===== src/rtl/ram_dma.sv =====
// ram_dma: single-channel word DMA that copies a block between two addresses of one
// RAM port, or fills a block with a constant pattern. A command is accepted from IDLE
// only. Copy alternates READ/WRITE per word; fill writes one word per cycle.
//
// Ports:
//   clk, rst            clock and synchronous active-high reset
//   start, mode         command strobe (sampled in IDLE only), 0 = copy / 1 = fill
//   src_addr, dst_addr  starting word addresses (wrap modulo 2^ADDR_WIDTH)
//   len                 word count, 0..2^ADDR_WIDTH
//   fill_data           pattern for fill mode
//   busy, done          busy outside IDLE; done is a one-cycle pulse in DONE
//   mem_*               single RAM port with a combinational read path

package ram_dma_pkg;
    localparam int DEFAULT_RAM_ADDR_WIDTH = 10;
endpackage

module ram_dma #(
    parameter int ADDR_WIDTH = ram_dma_pkg::DEFAULT_RAM_ADDR_WIDTH
) (
    input  logic                  clk,
    input  logic                  rst,
    input  logic                  start,
    input  logic                  mode,
    input  logic [ADDR_WIDTH-1:0] src_addr,
    input  logic [ADDR_WIDTH-1:0] dst_addr,
    input  logic [ADDR_WIDTH:0]   len,
    input  logic [31:0]           fill_data,
    output logic                  busy,
    output logic                  done,
    output logic                  mem_rd_en,
    output logic                  mem_wr_en,
    output logic [ADDR_WIDTH-1:0] mem_addr,
    output logic [31:0]           mem_wr_data,
    output logic [3:0]            mem_wr_strobe,
    input  logic [31:0]           mem_rd_data
);

    typedef enum logic [1:0] {
        IDLE  = 2'd0,
        READ  = 2'd1,
        WRITE = 2'd2,
        DONE  = 2'd3
    } state_t;

    localparam logic [ADDR_WIDTH-1:0] ADDR_ONE = {{(ADDR_WIDTH-1){1'b0}}, 1'b1};
    localparam logic [ADDR_WIDTH:0]   CNT_ONE  = {{ADDR_WIDTH{1'b0}}, 1'b1};
    localparam logic [ADDR_WIDTH:0]   CNT_ZERO = '0;

    state_t                state;
    state_t                state_nxt;
    logic                  mode_q;
    logic [ADDR_WIDTH-1:0] src_ptr;
    logic [ADDR_WIDTH-1:0] dst_ptr;
    logic [ADDR_WIDTH:0]   count;
    logic [31:0]           data_q;
    logic [31:0]           fill_q;

    // Next-state decode. The count is one wider than the address so that a full
    // 2^ADDR_WIDTH transfer is representable; the last WRITE is the one that sees 1.
    always_comb begin
        state_nxt = state;
        unique case (state)
            IDLE: begin
                if (start) begin
                    if (len == CNT_ZERO) begin
                        state_nxt = DONE;
                    end else if (mode) begin
                        state_nxt = WRITE;
                    end else begin
                        state_nxt = READ;
                    end
                end
            end
            READ:  state_nxt = WRITE;
            WRITE: begin
                if (count == CNT_ONE) begin
                    state_nxt = DONE;
                end else if (mode_q) begin
                    state_nxt = WRITE;
                end else begin
                    state_nxt = READ;
                end
            end
            DONE:  state_nxt = IDLE;
            default: state_nxt = IDLE;
        endcase
    end

    // Memory port and status decode from registered state only, so start never
    // reaches the RAM combinationally. Address and data are forced to zero when idle.
    always_comb begin
        busy          = (state != IDLE);
        done          = (state == DONE);
        mem_rd_en     = 1'b0;
        mem_wr_en     = 1'b0;
        mem_addr      = '0;
        mem_wr_data   = '0;
        mem_wr_strobe = 4'b0000;
        unique case (state)
            READ: begin
                mem_rd_en = 1'b1;
                mem_addr  = src_ptr;
            end
            WRITE: begin
                mem_wr_en     = 1'b1;
                mem_wr_strobe = 4'b1111;
                mem_addr      = dst_ptr;
                mem_wr_data   = mode_q ? fill_q : data_q;
            end
            default: begin
            end
        endcase
    end

    always_ff @(posedge clk) begin
        if (rst) begin
            state   <= IDLE;
            mode_q  <= 1'b0;
            src_ptr <= '0;
            dst_ptr <= '0;
            count   <= '0;
            data_q  <= '0;
            fill_q  <= '0;
        end else begin
            state <= state_nxt;
            unique case (state)
                IDLE: begin
                    // Operands are captured once; later changes on the inputs are ignored.
                    if (start) begin
                        mode_q  <= mode;
                        src_ptr <= src_addr;
                        dst_ptr <= dst_addr;
                        count   <= len;
                        fill_q  <= fill_data;
                    end
                end
                READ: begin
                    data_q  <= mem_rd_data;
                    src_ptr <= src_ptr + ADDR_ONE;
                end
                WRITE: begin
                    dst_ptr <= dst_ptr + ADDR_ONE;
                    count   <= count - CNT_ONE;
                end
                default: begin
                end
            endcase
        end
    end

endmodule


===== config.mk =====
export PLATFORM = sky130hd
export DESIGN_NAME = ram_dma
export DESIGN_NICKNAME = d
export VERILOG_FILES = /design/src/rtl/ram_dma.sv
export SDC_FILE = /design/constraint.sdc
export NUM_CORES = 1
export LEC_CHECK = 0
export CORE_UTILIZATION = 48
export DETAILED_ROUTE_END_ITERATION = 12
export PLACE_DENSITY = 0.81
export SLEW_MARGIN = 10
export SYNTH_ARGS = -nofsm -noshare
export SYNTH_HDL_FRONTEND = slang
export SYNTH_SLANG_ARGS = --single-unit

===== constraint.sdc =====
create_clock -name clk -period 2 [get_ports clk]
set_input_delay 0.4 -clock clk [delete_from_list [all_inputs] [get_ports clk]]
set_output_delay 0.4 -clock clk [all_outputs]
set_load 0.01 [all_outputs]

# After elaboration in Yosys (flattened, before gate mapping)
# Cells that the tools add are included.
[totals]
regBits = 98
latch_bits = 0
ramBits = 0
mem_bits_ro = 0
input_bits = 99
out_inout_bits = 50
elab_cells = 41
mem_count = 0
[op_classes]
add_sub_neg = 3
n_mul = 0
n_div = 0
magnitude_cmp = 0
n_eq_ne = 5
shift = 0
mux = 18
bitwise_logic = 0
n_reduce_logical = 8
[ops]
columns = ["op", "n"]
rows = [
  ["2-to-1 mux 32 bit", 2],
  ["one-hot mux 10 bit (2 select lines)", 3],
  ["one-hot mux 11 bit (2 select lines)", 1],
  ["adder 10 x 1 -> 10 bit (second input constant)", 2],
  ["2-to-1 mux 10 bit", 2],
  ["== test 11 x 1 -> 1 bit (second input constant)", 1],
  ["zero test 11 bit", 1],
  ["2-to-1 mux 11 bit", 1],
  ["subtractor 11 x 1 -> 11 bit (second input constant)", 1],
  ["2-to-1 mux 2 bit", 5],
  ["one-hot mux 2 bit (4 select lines)", 1],
  ["AND reduction 2 bit", 3],
  ["nonzero test 2 bit", 3],
  ["== test 2 bit (second input constant)", 2],
  ["2-to-1 mux 4 bit", 1],
  ["== test 2 x 1 -> 1 bit (second input constant)", 1],
  ["zero test 2 bit", 1],
  ["2-to-1 mux 1 bit", 2],
  ["inequality test 2 bit (second input constant)", 1],
]

# Depth between registers and ports, before layout
# Gate-level depths: netlist (run 1).
[logic_depth]
word_depth = 4
depth_mapped = 8
ltp_nobuf = 6

# Worst setup path after synthesis (run 1)
# No wires, ideal clock.
[synth_path]
kind = "register to output"
from = "register state[0]"
to = "output mem_addr[0]"
t_arrival_ns = 1.599
t_required_ns = 1.600
setup_slack_ns = 0.001
path_stages_with_launch = 7
path_buffers = 2
cell_sequence = "dfxtp_1 inv_1 ha_1 clkbuf_1 clkbuf_1 a22oi_1 nor2b_1"
[synth_between]
elab_chain_len = 2
word_cells_on_any_way = 3
cone_classes = "2 x eq/ne; 1 x mux"
[synth_lines]
columns = ["element", "line", "source"]
rows = [
  ["from (decl)", "50", "state_t state;"],
  ["from (signal assigned)", "126", "state <= state_nxt;"],
  ["== test 2 bit or == test 2 x 1 -> 1 bit (tied branches)", "100", "unique case (state)"],
  ["one-hot mux 10 bit (2 select lines) (*)", "100", ""],
  ["to (decl)", "33", "output logic [ADDR_WIDTH-1:0] mem_addr,"],
]
# Every way passes the cells marked *; elsewhere a longest branch is shown, timed or not.

# Worst setup path in the final report (run 1)
[layout_path]
from = "register state[0]"
to = "output mem_addr[1]"
# Same word-level chain as after synthesis.

==> impl_metrics.yaml, run 1 <==
status:
  status: "complete, no violations"
power_and_ir_drop:
  power.internal_uw: 3480
  p_per_area_nw_per_um2: 751
  power.share.clock: 0.226
  power_frac_seq: 0.446
  peakVddDrop_mv: 0.398
  p_leak_uw: 0.00264
  finalPower_uw: 5280
  combPwrFrac: 0.328
  switchingPower_uw: 1800
  swShare: 0.340
drt:
  first_iter_violations: 296
  ant_nets: 0
  wirelength_microns: 15100
  wire_per_inst_microns: 16.4
  drc: 0
  avgViaCountPerCell: 5.57
  drt_pass1_iterations: 5
  num_vias: 5127
final_layout:
  drive_gt1_frac: 0.189
  fillers: 878
  areaGrowthSynthToFinish_pct: 39.2
  finish.utilization: 0.684
  stdcell_area_sq_um: 7030
  antenna_cells: 0
  nets: 887
  final_cell_mix: "clkdlybuf4s50_1 (97), dfxtp_1 (95), nand2_1 (90)"
  layout_commonest_cell: "clkdlybuf4s50_1"
yosys:
  yosysUniqueCellTypes: 53
  ys_seq_elements: 98
  synth-seq-area-share: 0.389
  synth_nets: 731
  async_reset_ff_frac: 0
  ys.flop_type: "dfxtp_1"
  synthTopCellsByArea: "dfxtp_1 (39%), mux2i_1 (13%), nand2_1 (6.8%)"
  synth_edf_count: 0
  synthesis.area_sq_um: 5050
  netlist.area_leader.share: 0.389
  yosys_warnings: 0
  synth.avg_cell_area_sq_um: 8.09
  yosysTopAreaCell: "dfxtp_1"
  syn-instance-count: 624
placement:
  placed_area_sq_um: 6800
  dp_hpwl_microns: 10700
  routabilityCongestion: 0.859
  port_buffers: 148
sta:
  fin_crit_ps: 1990
  tightest_slew_ps: 420
  finalHoldWorstSlack_ps: 424
  hold_violations: 0
  fin_crit_sh: 0.994
  rsz0062_at_grt: "yes"
  max_freq_mhz: 503
  fin_skew_ps: 16.9
  relSlewSlack: 0.719
  finalSetupViolCount: 0
  drv_slew: 0
global_routing:
  grt_pass1_wl_microns: 24300
  grt_pass1_vias: 5104
  grt_max_degree: 41
  globalRouteOverflowTotal: 0
  top_usage_layer: "met2"
  use_met2: 0.489
  met3_usage: 0.0599
  antenna_found_initial: 0
  grt_use_met1: 0.321
  grt_use_total: 0.276
hold_path:
  min_path_type: "primary input to flip-flop"
  whs_path_depth: 2
  min_from: "rst"
  hold_end: "data_q[25]$_SDFFE_PP0N_"
worst_setup_path:
  cp-start-kind: "flip-flop"
  reg2reg_slack_ps: 90
  path_cells: "buf_6, ha_4, buf_6, a22oi_2, nor2b_1, buf_2"
  arrival_ps: 1590
  crit_path_max_fanout: 6
  cp_common_cell: "buf_6"
  crit_buf_inv: 3
  cpPeakStageDelay_ps: 380
  crit_family: "buffers and inverters"
  regToRegStartpoint: "state[0]$_SDFFE_PP0P_"
  cpMaxStageDelayCell: "dfxtp_4"
  worstPathRequired_ps: 1600
  setup.worst_path.end_class: "primary output"
  worstReg2RegEnd: "dst_ptr[7]$_SDFFE_PP0P_"
  crit_type: "flip-flop to primary output"
  ff2ff_path_depth: 8
clock_tree:
  hold_buffers: 0
  cts_buffer_depth: 2
  h-tree-depth: 3
  tritoncts.num_buffers: 9
  cts-root-buf: "clkbuf_8"
  clock_latency_ps: 380
  clock_sinks: 98
  cts_tree: "built"
  cts.clk_slew.worst_paths_ps: 100
die:
  die_h_microns: 105
  die_x_microns: 105
  rows: 37
  core_area_sq_um: 10300
  initial_core_util: 0.491
  die_area_sq_um: 10900
  ioPinCount: 149
flow_run:
  maxCapViolCount: 0
[sequential cells by signal, indices dropped and copies added (netlist names)]
signal,cells
data_q,32
fill_q,32
count,11
dst_ptr,10
src_ptr,10
state,2
mode_q,1
[cells in the mapped netlist, drive strengths merged, types with 8 or more instances]
cell type	instances
buf	25
inv	14
a22oi	12
a211oi	10
mux2i	68
dfxtp	98
ha	8
o21ai	20
nor2b	13
clkbuf	26
nand3	11
a21oi	57
nor2	80
nand2	91
[cell type report]
class	count	area (sq um)	area share
tap	136	170	0.0242
clock inverter	6	48.8	0.00694
inverter	15	63.8	0.00908
timing repair buffer	196	1720	0.245
clock buffer	10	128	0.0182
multi-input combinational	460	2930	0.416
sequential	98	1970	0.280
[cells by family after synthesis]
group	share of synthesized area
compound gates	0.183
simple gates	0.208
flops	0.389
buf+inv	0.0570
mux	0.142
xor+xnor	0.00174
fa+ha+maj	0.0198
[through the flow]
stage / worst slack [ps] / TNS [ps] / cells
global placement: -25.1 / -25.1 / 895
global route: -33.9 / -84.9 / 921
finish: 11.6 / 0 / 921
detailed placement: -83.5 / -408 / 895
CTS: -57.9 / -57.9 / 918
floorplan: 1.06 / 0 / 624
[worst max-delay path by stage]
stage	start	to	slack, ps	cells after the start
after floorplan	state[0]$_SDFFE_PP0P_	mem_addr[0]	1	6
after global placement	start	dst_ptr[7]$_SDFFE_PP0P_	-30	5
after detailed placement	start	dst_ptr[7]$_SDFFE_PP0P_	-80	5
after CTS	state[0]$_SDFFE_PP0P_	mem_wr_data[10]	-60	6
after global routing	state[0]$_SDFFE_PP0P_	mem_addr[1]	-30	6
final	state[0]$_SDFFE_PP0P_	mem_addr[1]	10	6
[power by group through the flow]
stage	Clock [uW]	Combinational, uW	Sequential, uW
finish	1190	1730	2350
global route	1300	1870	2380
CTS	1220	1680	2340
detailed placement	0	1600	2380
global placement	0	1550	2370
floorplan	0	978	2310
[timing repair]
action	in CTS	in global routing
setup endpoints to repair	51	44
cloned	3	0
resized for setup	146	73
pin swaps	2	2
endpoints found under the hold margin	0	0
buffers inserted	4	3
[metal layers]
layer,wire [microns],up-vias
met4,299,0
li1,-,2504
met5,0,-
met2,7540,206
met1,6150,2393
met3,1070,24
No activity file was read; power rests on OpenSTA's default activity.
==> inputs of run 2 (changes only) <==
ABC_CLOCK_PERIOD_IN_PS = 2000   (was not set)
CAP_MARGIN = 40   (was not set)
CORE_MARGIN = 1.5   (was not set)
==> run 2 against run 1 <==
  * Clock power increased by 15%
  * Combinational power decreased by 2%
  * Core utilization increased by 0.37 points
  * Maximum frequency increased by 0.62%
  * Count of clock-buffer cells in the layout decreased by 1
  * Sequential power about the same
  * Final cell count decreased by 1.4%
  * Sequential cell count unchanged
  * Total power increased by 2.6%
  * Highest routed layer unchanged
==> impl_metrics.yaml, run 2 (synthesis gave the netlist of run 1 again) <==
placement:
  port_buffers: 148
  routabilityCongestion: 0.856
  dp_hpwl_microns: 10400
  placed_area_sq_um: 6740
  dp.cells: 886
die:
  die_h_microns: 106
  die_area_sq_um: 11100
  die_x_microns: 106
  ioPinCount: 149
  core_area_sq_um: 10300
  rows: 37
  initial_core_util: 0.491
worst_setup_path:
  setup.worst_path.end_class: "primary output"
  crit_type: "flip-flop to primary output"
  crit_path_max_fanout: 11
  crit_buf_inv: 3
  cpPeakStageDelay_ps: 350
  crit_family: "buffers and inverters"
  worstPathRequired_ps: 1600
  cp-start-kind: "flip-flop"
  path_cells: "inv_4, ha_4, buf_6, a22oi_1, nor2b_1, clkdlybuf4s15_2"
  cpMaxStageDelayCell: "dfxtp_2"
  arrival_ps: 1580
drt:
  wire_per_inst_microns: 16.6
  wirelength_microns: 15100
  first_iter_violations: 515
  drc: 0
  avgViaCountPerCell: 5.62
  ant_nets: 0
  num_vias: 5104
  drt_pass1_iterations: 5
final_layout:
  final_cell_mix: "clkdlybuf4s50_1 (97), dfxtp_1 (95), nand2_1 (91)"
  fillers: 839
  layoutNonFillerInstCount: 908
  multiInputGateArea_sq_um: 2870
  top_regs: "data_q: 32 flops, fill_q: 32 flops, count: 11 flops"
  stdcell_area_sq_um: 7060
  layout.area.seq_sq_um: 1970
  areaGrowthSynthToFinish_pct: 39.9
  antenna_cells: 0
  drive_gt1_frac: 0.128
  nets: 874
  layout_commonest_cell: "clkdlybuf4s50_1"
sta:
  max_freq_mhz: 506
  finalSetupTns_ps: 0
  fin_crit_sh: 0.988
  fin_crit_ps: 1980
  hold_violations: 0
  relSlewSlack: 0.610
  tightest_slew_ps: 581
  drv_slew: 0
  fin_skew_ps: 21.9
  rsz0062_at_grt: "yes"
  finalSetupViolCount: 0
clock_tree:
  cts_tree: "built"
  cts_buffer_depth: 2
  clock_latency_ps: 370
  cts.clk_slew.worst_paths_ps: 90
  hold_buffers: 0
  tritoncts.num_buffers: 9
  cts-root-buf: "clkbuf_8"
  h-tree-depth: 3
  clock_sinks: 98
power_and_ir_drop:
  p_per_area_nw_per_um2: 767
  power_frac_seq: 0.435
  power.share.clock: 0.253
  switchingPower_uw: 1810
  combPwrFrac: 0.312
  p_leak_uw: 0.00266
  power.internal_uw: 3610
  swShare: 0.333
  peakVddDrop_mv: 0.342
global_routing:
  antenna_found_initial: 0
  grt_pass1_wl_microns: 24300
  grt_use_total: 0.269
  globalRouteOverflowTotal: 0
  grt_max_degree: 35
  grt_pass1_vias: 4910
status:
  status: "complete, no violations"
hold_path:
  min_path_type: "flip-flop to flip-flop"
flow_run:
  maxCapViolCount: 0
-- run 2: tightest hold or removal path, stage by stage (launching register included) --
cell	delay, ps
dfxtp_1	320
nand2_1	50
a21oi_1	50
-- run 2: layout make-up --
type,instances,share of cell area
flip-flops and latches,98,0.279
clock buffers,9,0.0175
well taps,136,0.0241
repair buffers,183,0.251
multi-input cells,460,0.406
clock inverters,7,0.0131
inverters,15,0.00974
-- run 2: stage by stage --
stage	total power, uW	setup WS [ps]	util	hold slack [ps]
2_1_floorplan	3290	1.06	-	436
3_3_place_gp	3870	49.3	0.655	441
3_5_place_dp	3920	-50.4	0.655	447
4_1_cts	5400	-90.2	0.694	461
5_1_grt	5680	-22.0	0.687	488
6_report	5420	23.9	0.687	459
-- run 2: final timing paths --
check,start,end,slack [ps],cells after the start
worst max register to register,state[0]$_SDFFE_PP0P_,dst_ptr[7]$_SDFFE_PP0P_,90,8
worst min-delay path,fill_q[27]$_SDFFE_PP0P_,fill_q[27]$_SDFFE_PP0P_,460,2
worst max-delay path,state[0]$_SDFFE_PP0P_,mem_addr[7],20,6
worst min register to register,fill_q[27]$_SDFFE_PP0P_,fill_q[27]$_SDFFE_PP0P_,460,2
-- run 2: what timing repair did --
action | in CTS | in global routing
cloned | 4 | 0
hold endpoints to repair | 0 | 0
setup endpoints to repair | 50 | 38
gates resized for setup | 127 | 32
pin swaps | 1 | 3
setup buffers | 3 | 0
-- run 2: power by group through the flow --
stage               clock network (uW)  logic, uW  registers, uW
finish                            1370       1690           2360
global route                      1480       1830           2380
CTS                               1400       1660           2340
detailed placement                   0       1540           2380
global placement                     0       1500           2370
floorplan                            0        978           2310
-- run 2: metal layers --
| metal | vias to the layer above | GRT usage | part of all wire |
|---|---|---|---|
| li1 | 2496 | - | - |
| met1 | 2374 | 0.339 | 0.43 |
| met2 | 205 | 0.452 | 0.47 |
| met3 | 29 | 0.0532 | 0.069 |
| met4 | 0 | 0.102 | 0.026 |
| met5 | - | 0 | 0 |
==> inputs of run 3 (changes only) <==
--- a/config.mk
+++ b/config.mk
@@ -6,10 +6,11 @@
 export NUM_CORES = 1
 export LEC_CHECK = 0
-export ABC_CLOCK_PERIOD_IN_PS = 2000
+export ABC_CLOCK_PERIOD_IN_PS = 1700
 export CAP_MARGIN = 40
 export CORE_MARGIN = 1.5
-export CORE_UTILIZATION = 48
+export CORE_UTILIZATION = 43
 export DETAILED_ROUTE_END_ITERATION = 12
-export PLACE_DENSITY = 0.81
+export PLACE_DENSITY = 0.77
+export RECOVER_POWER = 100
 export SLEW_MARGIN = 10
 export SYNTH_ARGS = -nofsm -noshare
==> constraint.sdc (replaced) <==
create_clock -name clk -period 1.7 [get_ports clk]
set_input_delay 0.17 -clock clk [delete_from_list [all_inputs] [get_ports clk]]
set_output_delay 0.17 -clock clk [all_outputs]
set_load 0.01 [all_outputs]
==> run 3 against run 2 <==
  * The run now ends with setup timing left
  * Worst hold slack got worse by 320 ps
  * Critical path depth up 1
  * Sequential power rose by 18%
  * Combinational power is 28% higher
  * Worst setup slack got worse by 140 ps
  * Highest routed layer unchanged
  * Core utilization down 4.5 points
  * Global-route usage shrank 2.3 points
==> impl_metrics.yaml, run 3 (synthesis gave the netlist of run 1 again) <==
clock_tree:
  cts_buffer_depth: 2
  cts_tree: "built"
  clock_latency_ps: 340
  tritoncts.num_buffers: 9
  cts-root-buf: "clkbuf_16"
  clock_sinks: 98
  h-tree-depth: 3
  cts.clk_slew.worst_paths_ps: 70
drt:
  wirelength_microns: 15700
  avgViaCountPerCell: 5.62
  first_iter_violations: 457
  drt_pass1_iterations: 5
  ant_nets: 0
  drc: 0
  num_vias: 5228
  wire_per_inst_microns: 16.9
final_layout:
  layoutNonFillerInstCount: 931
  drive_gt1_frac: 0.202
  nets: 890
  final_cell_mix: "clkdlybuf4s50_1 (97), dfxtp_1 (93), nand2_1 (89)"
  areaGrowthSynthToFinish_pct: 45.4
  multiInputGateArea_sq_um: 3000
  layout_commonest_cell: "clkdlybuf4s50_1"
  top_regs: "data_q: 32 flops, fill_q: 32 flops, count: 11 flops"
  layout.area.seq_sq_um: 1970
  finish.utilization: 0.643
  antenna_cells: 0
  fillers: 984
worst_setup_path:
  crit_path_max_fanout: 6
  cp-endpoint: "src_ptr[9]$_SDFFE_PP0P_"
  crit_type: "flip-flop to flip-flop"
  worstPathRequired_ps: 1980
  regToRegStartpoint: "state[0]$_SDFFE_PP0P_"
  cp-start-kind: "flip-flop"
  setup.worst_path.end_class: "flip-flop"
  worstReg2RegEnd: "src_ptr[9]$_SDFFE_PP0P_"
  reg2reg_slack_ps: -120
  arrival_ps: 2100
  startpoint: "state[0]$_SDFFE_PP0P_"
  ff2ff_path_depth: 7
die:
  die_x_microns: 111
  rows: 39
  ioPinCount: 149
  die_h_microns: 111
  initial_core_util: 0.442
  core_area_sq_um: 11400
  die_area_sq_um: 12400
sta:
  max_freq_mhz: 549
  rsz0062_at_grt: "yes"
  drv_slew: 0
  finalSetupTns_ps: -338
  relSlewSlack: 0.762
  finalSetupViolCount: 6
  fin_ws_ps: -120
  tightest_slew_ps: 357
  finalHoldWorstSlack_ps: 134
  fin_crit_sh: 1.07
  hold_violations: 0
  fin_skew_ps: 8.06
  fin_crit_ps: 1820
global_routing:
  grt_pass1_wl_microns: 25200
  antenna_found_initial: 0
  globalRouteOverflowTotal: 0
  grt_max_degree: 35
  grt_use_total: 0.245
  grt_pass1_vias: 5277
status:
  violations: "setup timing"
  status: "complete, but fails checks"
placement:
  dp.cells: 907
  routabilityCongestion: 0.914
  port_buffers: 148
  dp_hpwl_microns: 10600
power_and_ir_drop:
  finalPower_uw: 7180
  peakVddDrop_mv: 0.690
  p_per_area_nw_per_um2: 978
  p_leak_uw: 0.00275
hold_path:
  min_path_type: "primary input to flip-flop"
flow_run:
  maxCapViolCount: 0
[run 3: worst min-delay path by stage]
stage / startpoint / to / cells after the start
final: rst / mode_q$_SDFFE_PP0P_ / 2
after global routing: rst / mode_q$_SDFFE_PP0P_ / 2
after CTS: rst / state[0]$_SDFFE_PP0P_ / 2
after detailed placement: fill_q[20]$_SDFFE_PP0P_ / fill_q[20]$_SDFFE_PP0P_ / 2
after global placement: fill_q[16]$_SDFFE_PP0P_ / fill_q[16]$_SDFFE_PP0P_ / 2
after floorplan: fill_data[0] / fill_q[0]$_SDFFE_PP0P_ / 2
[run 3: layer usage]
metal	vias to the layer above	routed length, microns	global-route usage
li1	2502	-	-
met1	2432	6290	0.285
met2	248	7660	0.423
met3	46	1320	0.0675
met4	0	453	0.108
met5	-	0	0
[run 3: critical path, stage by stage, from the launching register on]
cell     delay, ps
dfxtp_2        360
buf_4          140
ha_4           150
buf_6          120
nand4_1        120
or4_4          460
a211o_1        270
a31oi_1        130
[run 3: per-stage QoR]
step / worst slack, ps / cell area, sq um
4_1_cts: -165 / 7300
6_report: -120 / 7340
2_1_floorplan: -0.990 / 5060
3_3_place_gp: -92.2 / 6900
3_5_place_dp: -165 / 6900
5_1_grt: -157 / 7340
[run 3: final cells by class]
| class | instances | area share |
|---|---|---|
| clock buffer | 10 | 0.0326 |
| sequential | 98 | 0.269 |
| tap | 143 | 0.0244 |
| inverter | 15 | 0.00853 |
| clock inverter | 6 | 0.0119 |
| multi-input combinational | 460 | 0.408 |
| timing repair buffer | 199 | 0.246 |
[run 3: where the power goes]
group          switching, uW  leakage, uW  internal [uW]
logic                   1080      0.00178           1090
registers                239     0.000805           2540
clock network            904     0.000163           1330
total                   2220      0.00275           4960
[run 3: repair_timing]
item                       4_1_cts  5_1_grt
pin swaps                        6        7
gates resized for setup        114      100
setup buffers                    4        3
cloned                           0        1
hold buffers                     0        0
setup endpoints to repair       66       59
